## src/rtl/sdram_client_arbiter.sv

```systemverilog
// sdram_client_arbiter: round-robin front end for the SDRAM controller.
// Ports: clk/reset, init_fin, c0_*/c1_* client req+resp, resp_rdata,
//   rd_*/wr_* controller req/fin handshake, busy, timeout_err (sticky).
module sdram_client_arbiter #(
  parameter logic [31:0] TIMEOUT = 32'd4096,
  parameter int          ADDR_W  = 26
) (
  input  logic        clk,
  input  logic        reset,
  input  logic        init_fin,
  input  logic        c0_valid,
  input  logic        c0_we,
  input  logic [31:0] c0_addr,
  input  logic [31:0] c0_wdata,
  output logic        c0_ready,
  output logic        c0_resp_valid,
  input  logic        c1_valid,
  input  logic        c1_we,
  input  logic [31:0] c1_addr,
  input  logic [31:0] c1_wdata,
  output logic        c1_ready,
  output logic        c1_resp_valid,
  output logic [31:0] resp_rdata,
  output logic [31:0] rd_addr,
  output logic        rd_req,
  input  logic        rd_fin,
  input  logic [31:0] rd_data,
  output logic [31:0] wr_addr,
  output logic        wr_req,
  input  logic        wr_fin,
  output logic [31:0] wr_data,
  output logic        busy,
  output logic        timeout_err
);

  typedef enum logic [1:0] {
    IDLE,
    ISSUE,
    RELEASE
  } state_t;

  state_t      state_q, state_d;
  logic        last_grant_q, last_grant_d;
  logic        owner_q, owner_d;
  logic        we_q, we_d;
  logic [31:0] addr_q, addr_d;
  logic [31:0] wdata_q, wdata_d;
  logic        rd_req_q, rd_req_d;
  logic        wr_req_q, wr_req_d;
  logic [31:0] rdata_q, rdata_d;
  logic        c0_resp_q, c0_resp_d;
  logic        c1_resp_q, c1_resp_d;
  logic [31:0] cnt_q, cnt_d;
  logic        tmo_q, tmo_d;

  logic        win;
  logic        grant;
  logic        fin;
  logic [31:0] sel_addr;
  logic [31:0] map_addr;

  // Byte address bits outside the mapped window are don't-care.
  logic unused_addr_bits;
  assign unused_addr_bits = ^{c0_addr[31:ADDR_W], c0_addr[1:0],
                              c1_addr[31:ADDR_W], c1_addr[1:0]};

  always_comb begin
    // On a tie, the client that did not win last time goes next.
    if (c0_valid && c1_valid) win = ~last_grant_q;
    else                      win = c1_valid;
    grant = (state_q == IDLE) && init_fin
            && (c0_valid || c1_valid);
    sel_addr = win ? c1_addr : c0_addr;
    // Halfword address of a word: bit 0 always 0.
    map_addr = '0;
    map_addr[ADDR_W-2:1] = sel_addr[ADDR_W-1:2];
    fin = we_q ? wr_fin : rd_fin;
  end

  always_comb begin
    state_d      = state_q;
    last_grant_d = last_grant_q;
    owner_d      = owner_q;
    we_d         = we_q;
    addr_d       = addr_q;
    wdata_d      = wdata_q;
    rd_req_d     = rd_req_q;
    wr_req_d     = wr_req_q;
    rdata_d      = rdata_q;
    c0_resp_d    = 1'b0;
    c1_resp_d    = 1'b0;
    cnt_d        = cnt_q;
    tmo_d        = tmo_q;
    unique case (state_q)
      IDLE: begin
        if (grant) begin
          state_d      = ISSUE;
          last_grant_d = win;
          owner_d      = win;
          we_d         = win ? c1_we : c0_we;
          addr_d       = map_addr;
          wdata_d      = win ? c1_wdata : c0_wdata;
          rd_req_d     = ~(win ? c1_we : c0_we);
          wr_req_d     = win ? c1_we : c0_we;
          cnt_d        = '0;
        end
      end
      ISSUE: begin
        if (cnt_q != '1) cnt_d = cnt_q + 32'd1;
        if (cnt_d >= TIMEOUT) tmo_d = 1'b1;
        if (fin) begin
          rd_req_d  = 1'b0;
          wr_req_d  = 1'b0;
          if (!we_q) rdata_d = rd_data;
          c0_resp_d = ~owner_q;
          c1_resp_d = owner_q;
          state_d   = RELEASE;
        end
      end
      RELEASE: begin
        // Controller holds fin while it saw req high.
        if (!fin) state_d = IDLE;
      end
      default: state_d = IDLE;
    endcase
  end

  always_ff @(posedge clk or posedge reset) begin
    if (reset) begin
      state_q      <= IDLE;
      last_grant_q <= 1'b1;
      owner_q      <= 1'b0;
      we_q         <= 1'b0;
      addr_q       <= '0;
      wdata_q      <= '0;
      rd_req_q     <= 1'b0;
      wr_req_q     <= 1'b0;
      rdata_q      <= '0;
      c0_resp_q    <= 1'b0;
      c1_resp_q    <= 1'b0;
      cnt_q        <= '0;
      tmo_q        <= 1'b0;
    end else begin
      state_q      <= state_d;
      last_grant_q <= last_grant_d;
      owner_q      <= owner_d;
      we_q         <= we_d;
      addr_q       <= addr_d;
      wdata_q      <= wdata_d;
      rd_req_q     <= rd_req_d;
      wr_req_q     <= wr_req_d;
      rdata_q      <= rdata_d;
      c0_resp_q    <= c0_resp_d;
      c1_resp_q    <= c1_resp_d;
      cnt_q        <= cnt_d;
      tmo_q        <= tmo_d;
    end
  end

  assign c0_ready      = grant & ~win;
  assign c1_ready      = grant & win;
  assign c0_resp_valid = c0_resp_q;
  assign c1_resp_valid = c1_resp_q;
  assign resp_rdata    = rdata_q;
  assign rd_addr       = addr_q;
  assign wr_addr       = addr_q;
  assign wr_data       = wdata_q;
  assign rd_req        = rd_req_q;
  assign wr_req        = wr_req_q;
  assign busy          = (state_q != IDLE);
  assign timeout_err   = tmo_q;

endmodule
```

## config.mk

```make
export PLATFORM = sky130hd
export DESIGN_NAME = sdram_client_arbiter
export DESIGN_NICKNAME = d
export VERILOG_FILES = /design/src/rtl/sdram_client_arbiter.sv
export SDC_FILE = /design/constraint.sdc
export NUM_CORES = 1
export LEC_CHECK = 0
export CORE_MARGIN = 4
export CORE_UTILIZATION = 35
export DETAILED_ROUTE_END_ITERATION = 12
export PLACE_DENSITY = 0.66
export SYNTH_ARGS = -nofsm -noshare
export SYNTH_HDL_FRONTEND = slang
export SYNTH_SLANG_ARGS = --single-unit
```

## constraint.sdc

```tcl
create_clock -name clk -period 7 [get_ports clk]
set_input_delay 2.1 -clock clk [delete_from_list [all_inputs] [get_ports clk]]
set_output_delay 2.1 -clock clk [all_outputs]
set_load 0.01 [all_outputs]
```

==> results by group, run 1 <==
Run status
  • Status: completed

Worst setup path
  • Crit. End Element: primary output
  • Crit path required time: around 4900 ps
  • WP data arrival: 3640 ps
  • Critical-path top delay cell: clkdlybuf4s50_1
  • R2R Setup Slk: 4220 ps
  • CP cell instances: clkdlybuf4s50_1, o211a_1, and2_1, clkdlybuf4s50_1
  • WS Path Type: input port to primary output
  • Reg-to-Reg Start: cnt_q[6]
  • CP Launch Type: input port
  • Critical path origin: c0_valid
  • Worst-path maximum fanout: 4
  • Crit path largest cell delay: 580 ps
  • Worst Path Buf+Inv: 2
  • Kind of cell with the highest combined delay on the critical path: buffers and inverters
  • Top cell by count, worst path: clkdlybuf4s50_1
  • Worst path depth: 4
  • R2R depth: 7

Clock tree
  • CTS tree: built
  • Clk sinks: 130
  • Num CTS Buffers: 17
  • H-tree depth: 4
  • Post-CTS sizing: 0
  • Post-CTS Setup Bufs: 0
  • Root buf cell: clkbuf_16
  • Worst-path clk slew: 60 ps
  • Clock insertion delay at the later pin of the skew report: 410 ps
  • Longest Clk Path Bufs: 2
  • Hold Buf Count CTS: 0

Power and ir drop
  • Power share of the clock group: between 20% and 30%
  • Internal power: 2.476 mW
  • Gate power share: 42.6%
  • Switching share of power: 33.62%
  • VDD IR max: 0.0001742 V
  • Pwr/cell area: 375.5 nW/um^2
  • Flop pwr share: 32.2%
  • Pleak: 4.208 nW
  • Net Switching: 1.254 mW

Global route
  • First-pass GRT wire length: 30.78 mm
  • Total grt overflow: 0
  • Antenna violations before repair: 0
  • Tot GR Track Use: 18.08%
  • Vias in the first global route: approximately 5500
  • Largest net degree at the start of global routing: 121

Worst hold path
  • Hold path cells: 1
  • Min-Delay Startpoint: owner_q
  • HP Class: register to register

STA
  • RSZ-0062 raised after global routing: false
  • Max Clock Freq: 0.1741 GHz
  • Final setup fails: 0
  • Final TNS setup: 0 ps
  • Tightest Pin Transition: 1202 ps
  • Max_slew headroom: 19.60%
  • Final Hold Viols: 0
  • Final slew viol count: 0
  • Final Cycle Share: 82.05%
  • Period minus WS final: 5743 ps
  • Clock Skews: 9.078 ps

Die
  • Core region area: approximately 19000 um^2
  • Die footprint: 21240 um^2
  • Die width: roughly 150 um
  • Row cnt: 50
  • I/O pin cnt: 305
  • Initial Utilization: 35.49%
  • Die height: 145.7 um

Yosys
  • Area of the mapped netlist: 6639 um^2
  • Cells after Synth: approximately 670
  • Synth async-reset ratio: 100.0%
  • Post-synth EDFFs: 0
  • Warnings, synthesis: 0
  • Synth cell types: 51
  • Seq/Total Area, Yosys: 49.02%
  • Synth Register Bits: 130
  • Top_reg_cell synth: dfrtp_1
  • Avg Cell Area, Syn: 9.953 um^2

Cells and area
  • Nets@finish: 1066
  • # fillers: 1718
  • Share of layout cells above drive strength 1: 8.911%
  • ANT cells: 0
  • Final core utilization: between 50 and 60%
  • P&R area growth vs syn: 49.59%

Route
  • Routed wire length: 19.37 mm
  • DR vias: 5649
  • Final routed DRC violation total: 0
  • Via-to-Cell Ratio: between 4 and 5
  • Drt first pass iters: 5
  • Routed WL per cell: 16.94 um
  • Remaining antenna violation count: 0
  • Initial DRC Count: ~300

Placement
  • Number of port buffers: 272
  • Post-DP HPWL: about 14 mm
  • Routability cong.: ~0.84

Job
  • Max Cap Viol: 0
==> state kept, by name, indices dropped and copies added (netlist names) <==
signal,count
c0_resp_valid,1
c1_resp_valid,1
cnt_q,32
last_grant_q,1
owner_q,1
rd_addr,24
rd_req,1
resp_rdata,32
state_q,2
timeout_err,1
we_q,1
wr_data,32
wr_req,1
==> through the flow <==
step | hold WS (ps) | total power [mW] | cell area, um^2 | cells | setup WS (ps)
floorplan | 417.5 | 1.991 | 6695 | 682 | 1432
detailed placement | 448.3 | 2.835 | 9311 | 1111 | 1239
CTS | 453.6 | 3.787 | 9931 | 1143 | 1238
global placement | 441.2 | 2.805 | 9311 | 1111 | 1263
finish | 463.1 | 3.729 | 9931 | 1143 | 1257
global route | 485.5 | 3.965 | 9931 | 1143 | 1191
==> cell usage after synthesis (all sizes together), types with 12 or more instances <==
cell / count / area, um^2
o21ai: 107 / 535.5
mux2: 32 / 360.4
clkbuf: 31 / 116.4
nand3: 20 / 100.1
buf: 52 / 346.6
a21oi: 13 / 65.06
dfrtp: 129 / 3228
mux2i: 58 / 580.6
nand2: 92 / 345.3
nor2: 14 / 52.55
nand4: 12 / 90.09
==> cells by family (layout without fill, tap and decap cells) <==
family                   after synthesis  in the layout  share of synthesized area [%]
multiplexers                          90             90                          14.17
AO/OA/AOI/OAI                        165            165                          14.44
XOR/XNOR                               9              9                          1.187
flip-flops                           130            130                          49.02
buffers and inverters                 89            316                          7.312
adder cells (fa/ha/maj)                1              1                         0.1884
other                                  1             16                        0.05649
AND/OR/NAND/NOR                      182            182                          13.63
==> final cells by class <==
| cell class | count | area (um^2) | area share (%) |
|---|---|---|---|
| flip-flops and latches | 130 | 3254 | 32.77 |
| multi-input cells | 463 | 2969 | 29.90 |
| repair buffers | 278 | 2768 | 27.87 |
| clock buffers | 17 | 425.4 | 4.284 |
| well taps | 234 | 292.8 | 2.948 |
| clock inverters | 15 | 193.9 | 1.953 |
| inverters | 6 | 27.53 | 0.2772 |
==> per-layer routing <==
metal,track usage (%),vias up,part of all wire (%)
met5,0,-,0
met4,5.318,0,1.9
met3,4.827,26,5.9
met2,30.36,183,49
met1,22.97,2641,43
li1,-,2799,-
==> power by group through the flow <==
stage | clock (mW) | combinational (mW) | sequential (mW)
after global placement | 0 | 1.60 | 1.21
final | 0.938 | 1.59 | 1.20
after global routing | 1.00 | 1.72 | 1.25
after floorplan | 0 | 0.673 | 1.32
after CTS | 0.962 | 1.62 | 1.21
after detailed placement | 0 | 1.61 | 1.22
==> placed cells by master (no fill, tap or decap), types with 3 or more instances in the layout <==
master,count
a211oi_1,3
a21o_1,4
a21oi_1,13
a22o_1,3
a31oi_1,10
and2_1,6
and3_1,7
and4_1,5
buf_4,6
bufinv_16,3
clkbuf_16,17
clkdlybuf4s50_1,272
conb_1,16
dfrtp_1,129
inv_1,5
inv_6,7
mux2_2,32
mux2i_1,58
nand2_1,92
nand3_1,20
nand4_1,11
nor2_1,13
nor3_1,7
nor4_1,3
o21ai_0,107
o31ai_1,10
or3_1,4
or4_1,3
xnor2_1,6
xor2_1,3
==> worst paths after layout <==
path,endpoint
max,c1_ready
min,c0_resp_valid
max reg2reg,timeout_err
min reg2reg,c0_resp_valid
max in group asynchronous,last_grant_q
min in group asynchronous,resp_rdata[3]
Power figures use the tool's default switching activity.
==> inputs of run 2 (changes only) <==
PLACE_DENSITY = 0.68   (was 0.66)
clock period = 4.7 ns   (was 7 ns; I/O delays follow)
==> run 2 against run 1 <==
Net effect:
- hold slack lost 6.2 ps
- non-clock buffer count grew 3
- clock-buffer cell count is the same
- sequential power grew 49%
- first-iteration DRC count grew 0.65%
- critical endpoint is now c0_ready
- largest cell class unchanged
- largest power group unchanged
==> results by group, run 2 (same netlist as run 1, synthesis figures left out) <==
Clock tree
  • Post-CTS sizing: 0
  • H-tree depth: 4
  • Root buf cell: clkbuf_16
  • Longest Clk Path Bufs: 2
  • CTS tree: built
  • Hold Buf Count CTS: 0
  • Num CTS Buffers: 17
  • Clock insertion delay at the later pin of the skew report: 410 ps
  • Clk sinks: between 100 and 150
  • Post-CTS Setup Bufs: 0
  • Worst-path clk slew: approximately 60 ps

Worst setup path
  • WP data arrival: approximately 3000 ps
  • Worst-path maximum fanout: 3
  • Crit path required time: between 3000 and 4000 ps
  • WS Path Type: input port to primary output
  • Crit. End Element: primary output
  • CP Launch Type: input port

Die
  • Die height: 145.7 um
  • I/O pin cnt: slightly above 300
  • Die footprint: 21240 um^2
  • Die width: 145.7 um
  • Initial Utilization: 35.49%
  • Core region area: about 19000 um^2
  • Row cnt: 50

Route
  • Routed met1 length: between 8 and 9 mm
  • Drt first pass iters: 4
  • DR vias: 5683
  • WL met3: 1.243 mm
  • Top sig layer: met4
  • Remaining antenna violation count: 0
  • Routed wire length: 18.86 mm
  • Met2 WL: 9.189 mm
  • Via-to-Cell Ratio: 4.959
  • Final routed DRC violation total: 0
  • Routed WL per cell: ~16 um
  • Initial DRC Count: 310

STA
  • RSZ-0062 raised after global routing: false
  • Max Clock Freq: 0.2309 GHz
  • Max_slew headroom: 35.77%
  • Final setup fails: 0
  • Final TNS setup: 0 ps
  • Final slew viol count: 0
  • Final worst slack: 369.7 ps
  • Tightest Pin Transition: 955.5 ps
  • Period minus WS final: 4330 ps
  • Hold Slack: 456.8 ps
  • Clock Skews: 5.644 ps
  • Final Cycle Share: 92.14%
  • Final Hold Viols: 0

Cells and area
  • Final core utilization: 53.28%
  • Area of the multi-input gates: 2969 um^2
  • ANT cells: 0
  • Commonest non-fill, non-tap cell in the layout: clkdlybuf4s50_1
  • Nets@finish: 1069
  • # fillers: 1696
  • Most frequent cells in the layout: clkdlybuf4s50_1 (272), dfrtp_1 (129), o21ai_0 (107)
  • Fin area: 9966 um^2
  • Share of layout cells above drive strength 1: a little under a tenth
  • P&R area growth vs syn: 50.11%
  • Register area: 3254 um^2

Global route
  • Total grt overflow: 0
  • Antenna violations before repair: 0
  • First-pass GRT wire length: 30.18 mm
  • Vias in the first global route: 5523
  • Largest net degree at the start of global routing: 115
  • Tot GR Track Use: 17.62%

Worst hold path
  • HP Class: register to register

Placement
  • Dpl ws: 306.5 ps
  • Placed Area: 9345 um^2
  • Routability cong.: approximately 0.84
  • Post-DP HPWL: 13.97 mm
  • Number of port buffers: between 200 and 300

Power and ir drop
  • Pwr/cell area: 557.1 nW/um^2
  • VDD IR max: 0.0002632 V
  • Pleak: 4.221 nW
  • Gate power share: 42.9%
  • Flop pwr share: 32.3%
  • Power share of the clock group: between 20% and 30%
  • Net Switching: 1.855 mW
  • Internal power: 3.697 mW
  • Switching share of power: about a third

Run status
  • Status: completed

Job
  • Max Cap Viol: 0
==> run 2: changes by cell type in the layout (fill, tap and decap cells not counted) <==
cell | previous run | this run
clkinv_4 | 1 | 4
buf_4 | 6 | 8
inv_6 | 7 | 5
buf_12 | 0 | 1
clkinv_2 | 1 | 0
clkinvlp_4 | 2 | 3
inv_8 | 2 | 1
==> run 2: metal layers <==
| layer | vias up | track usage, % |
|---|---|---|
| met4 | 0 | 6.458 |
| met1 | 2650 | 22.80 |
| met3 | 24 | 4.204 |
| li1 | 2798 | - |
| met2 | 211 | 28.84 |
| met5 | - | 0 |
==> run 2: worst max-delay path, stage by stage <==
cell and delay, ps:
clkdlybuf4s50_1 540, o211ai_1 120, nor2_1 230, clkdlybuf4s50_1 610
==> run 2: per-stage QoR <==
step / power [mW] / instances
final: 5.552 / 1146
after global routing: 5.909 / 1146
after CTS: 5.641 / 1146
after detailed placement: 4.228 / 1114
after global placement: 4.185 / 1114
after floorplan: 2.966 / 682
==> run 2: layout make-up <==
type	count	share of cell area [%]
timing repair buffer	281	28.12
multi-input combinational	463	29.79
clock inverter	15	1.959
sequential	130	32.66
inverter	6	0.2637
clock buffer	17	4.269
tap	234	2.938
==> run 2: power groups by stage <==
stage / Combinational (mW) / Sequential (mW) / Clock (mW)
finish: 2.38 / 1.79 / 1.38
global route: 2.58 / 1.86 / 1.47
CTS: 2.42 / 1.80 / 1.43
detailed placement: 2.41 / 1.82 / 0
global placement: 2.39 / 1.80 / 0
floorplan: 1.00 / 1.96 / 0
==> run 2: worst paths after layout <==
check                           slack (ps)             end     start  depth (start not counted)
worst max-delay path                   370        c0_ready  c0_valid                          4
max in group asynchronous             2330     wr_data[12]     reset                          3
worst max register to register        1880       cnt_q[27]  cnt_q[6]                          7
worst min register to register         460   c0_resp_valid   owner_q                          1
min in group asynchronous             1420  resp_rdata[21]     reset                          2
worst min-delay path                   460   c0_resp_valid   owner_q                          1
==> inputs of run 3 (changes only) <==
MAX_ROUTING_LAYER = met4   (was unset)
PLACE_DENSITY = 0.72   (was 0.68)
==> run 3 against run 2 <==
Net effect:
- power is 0.22% higher
- maximum frequency decreased by 1.6%
- design area about the same
- utilization hardly changed
- combinational power about the same
- clock skew increased by 6.8 ps
- critical endpoint unchanged
- largest cell class unchanged
- worst setup slack got worse by 73 ps
- sequential power about the same
- highest routed layer unchanged
==> results by group, run 3 (same netlist as run 1, synthesis figures left out) <==
Clock tree
  • Longest Clk Path Bufs: 2
  • Num CTS Buffers: 17
  • H-tree depth: 4
  • Root buf cell: clkbuf_16
  • Worst-path clk slew: 60 ps
  • Clock insertion delay at the later pin of the skew report: between 400 and 500 ps
  • Post-CTS sizing: 0
  • Hold Buf Count CTS: 0
  • Post-CTS Setup Bufs: 0
  • CTS tree: built
  • Clk sinks: 130

Power and ir drop
  • Internal power: 3.717 mW
  • VDD IR max: 0.0002920 V
  • Switching share of power: roughly a third
  • Power share of the clock group: 24.9%
  • Gate power share: between 40% and 50%
  • Pwr/cell area: 558.6 nW/um^2
  • Flop pwr share: 32.3%
  • Net Switching: approximately 1.8 mW
  • Pleak: 4.216 nW

STA
  • RSZ-0062 raised after global routing: false
  • Final worst slack: approximately 300 ps
  • Final TNS setup: 0 ps
  • Final Hold Viols: 0
  • Max Clock Freq: 0.2271 GHz
  • Final Cycle Share: about 94%
  • Clock Skews: 12.45 ps
  • Final slew viol count: 0
  • Final setup fails: 0
  • Tightest Pin Transition: between 900 and 1000 ps
  • Period minus WS final: 4403 ps
  • Max_slew headroom: between 30% and 40%

Global route
  • First-pass GRT wire length: 29.92 mm
  • Antenna violations before repair: 0
  • Vias in the first global route: 5561
  • GR Layer Usage met1: about 22%
  • Total grt overflow: 0
  • Met3 usage in global routing: 4.609%
  • Grt peak-use layer: met2
  • Tot GR Track Use: between 15 and 20%
  • Largest net degree at the start of global routing: between 100 and 150
  • Met2 usage: 28.96%

Placement
  • Dpl ws: a little under 300 ps
  • Number of port buffers: 272
  • Placed cells: 1113
  • Routability cong.: 0.8687
  • Post-DP HPWL: 14.13 mm

Route
  • Final routed DRC violation total: 0
  • Routed WL per cell: 16.61 um
  • Drt first pass iters: 4
  • Via-to-Cell Ratio: between 4 and 5
  • Routed wire length: 19.02 mm
  • DR vias: about 5700
  • Remaining antenna violation count: 0
  • Initial DRC Count: 323

Worst setup path
  • Crit. End Element: primary output
  • R2R depth: 7
  • CP Launch Type: input port
  • WP data arrival: 2990 ps
  • WS Path Type: input port to primary output
  • Critical-path top delay cell: clkdlybuf4s50_1
  • CP cell instances: clkdlybuf4s50_1, o211ai_1, nor2_1, clkdlybuf4s50_1
  • R2R Setup Slk: 1900 ps
  • Top cell by count, worst path: clkdlybuf4s50_1
  • Worst-path maximum fanout: 3
  • Crit path required time: 3290 ps
  • Crit path largest cell delay: between 600 and 700 ps

Cells and area
  • Finished Layout Cells: between 1000 and 1500
  • Nets@finish: about 1100
  • Most frequent cells in the layout: clkdlybuf4s50_1 (272), dfrtp_1 (129), o21ai_0 (107)
  • Share of layout cells above drive strength 1: 9.111%
  • Final core utilization: 53.25%
  • # fillers: 1653
  • P&R area growth vs syn: 50.04%
  • Commonest non-fill, non-tap cell in the layout: clkdlybuf4s50_1
  • ANT cells: 0

Die
  • I/O pin cnt: 305
  • Initial Utilization: roughly 35%
  • Row cnt: 50
  • Die footprint: 21240 um^2
  • Core region area: about 19000 um^2
  • Die height: 145.7 um
  • Die width: 145.7 um

Worst hold path
  • Hold path cells: 2
  • HP Class: register to register

Run status
  • Status: completed

Job
  • Max Cap Viol: 0
==> run 3: per-stage QoR <==
| stage | total power, mW | hold slack, ps | instance area [um^2] |
|---|---|---|---|
| finish | 5.564 | 475.6 | 9961 |
| global route | 5.900 | 501.3 | 9961 |
| CTS | 5.644 | 482.9 | 9961 |
| detailed placement | 4.228 | 469.3 | 9338 |
| global placement | 4.178 | 459.5 | 9338 |
| floorplan | 2.966 | 417.5 | 6699 |
==> run 3: area by class of cell <==
| cell class | count | area [um^2] | area share [%] |
|---|---|---|---|
| sequential | 130 | 3254 | 32.67 |
| multi-input combinational | 463 | 2969 | 29.81 |
| timing repair buffer | 280 | 2795 | 28.06 |
| clock buffer | 19 | 452.9 | 4.547 |
| tap | 234 | 292.8 | 2.939 |
| clock inverter | 13 | 170.2 | 1.708 |
| inverter | 6 | 26.28 | 0.2638 |
==> run 3: worst paths after layout <==
check / from / to
min: wr_data[1] / wr_data[1]
max reg2reg: cnt_q[5] / timeout_err
max: c0_valid / c0_ready
min reg2reg: wr_data[1] / wr_data[1]
max in group asynchronous: reset / resp_rdata[12]
min in group asynchronous: reset / timeout_err
==> run 3: power groups by stage <==
stage	Clock [mW]	Sequential [mW]	Combinational (mW)
after floorplan	0	1.96	1.00
after global placement	0	1.81	2.37
after detailed placement	0	1.82	2.41
after CTS	1.42	1.80	2.42
after global routing	1.48	1.86	2.56
final	1.39	1.80	2.38
==> run 3: routing by layer <==
layer	up-vias	share of wire (%)
met5	-	0
met4	0	2.8
met3	32	6.5
met2	212	48
met1	2685	42
li1	2795	-
==> run 3: critical path, delay by kind of cell <==
family	cells	cell delay, ps
AND/OR/NAND/NOR	1	290
AO/OA/AOI/OAI	1	120
buffers and inverters	2	1170
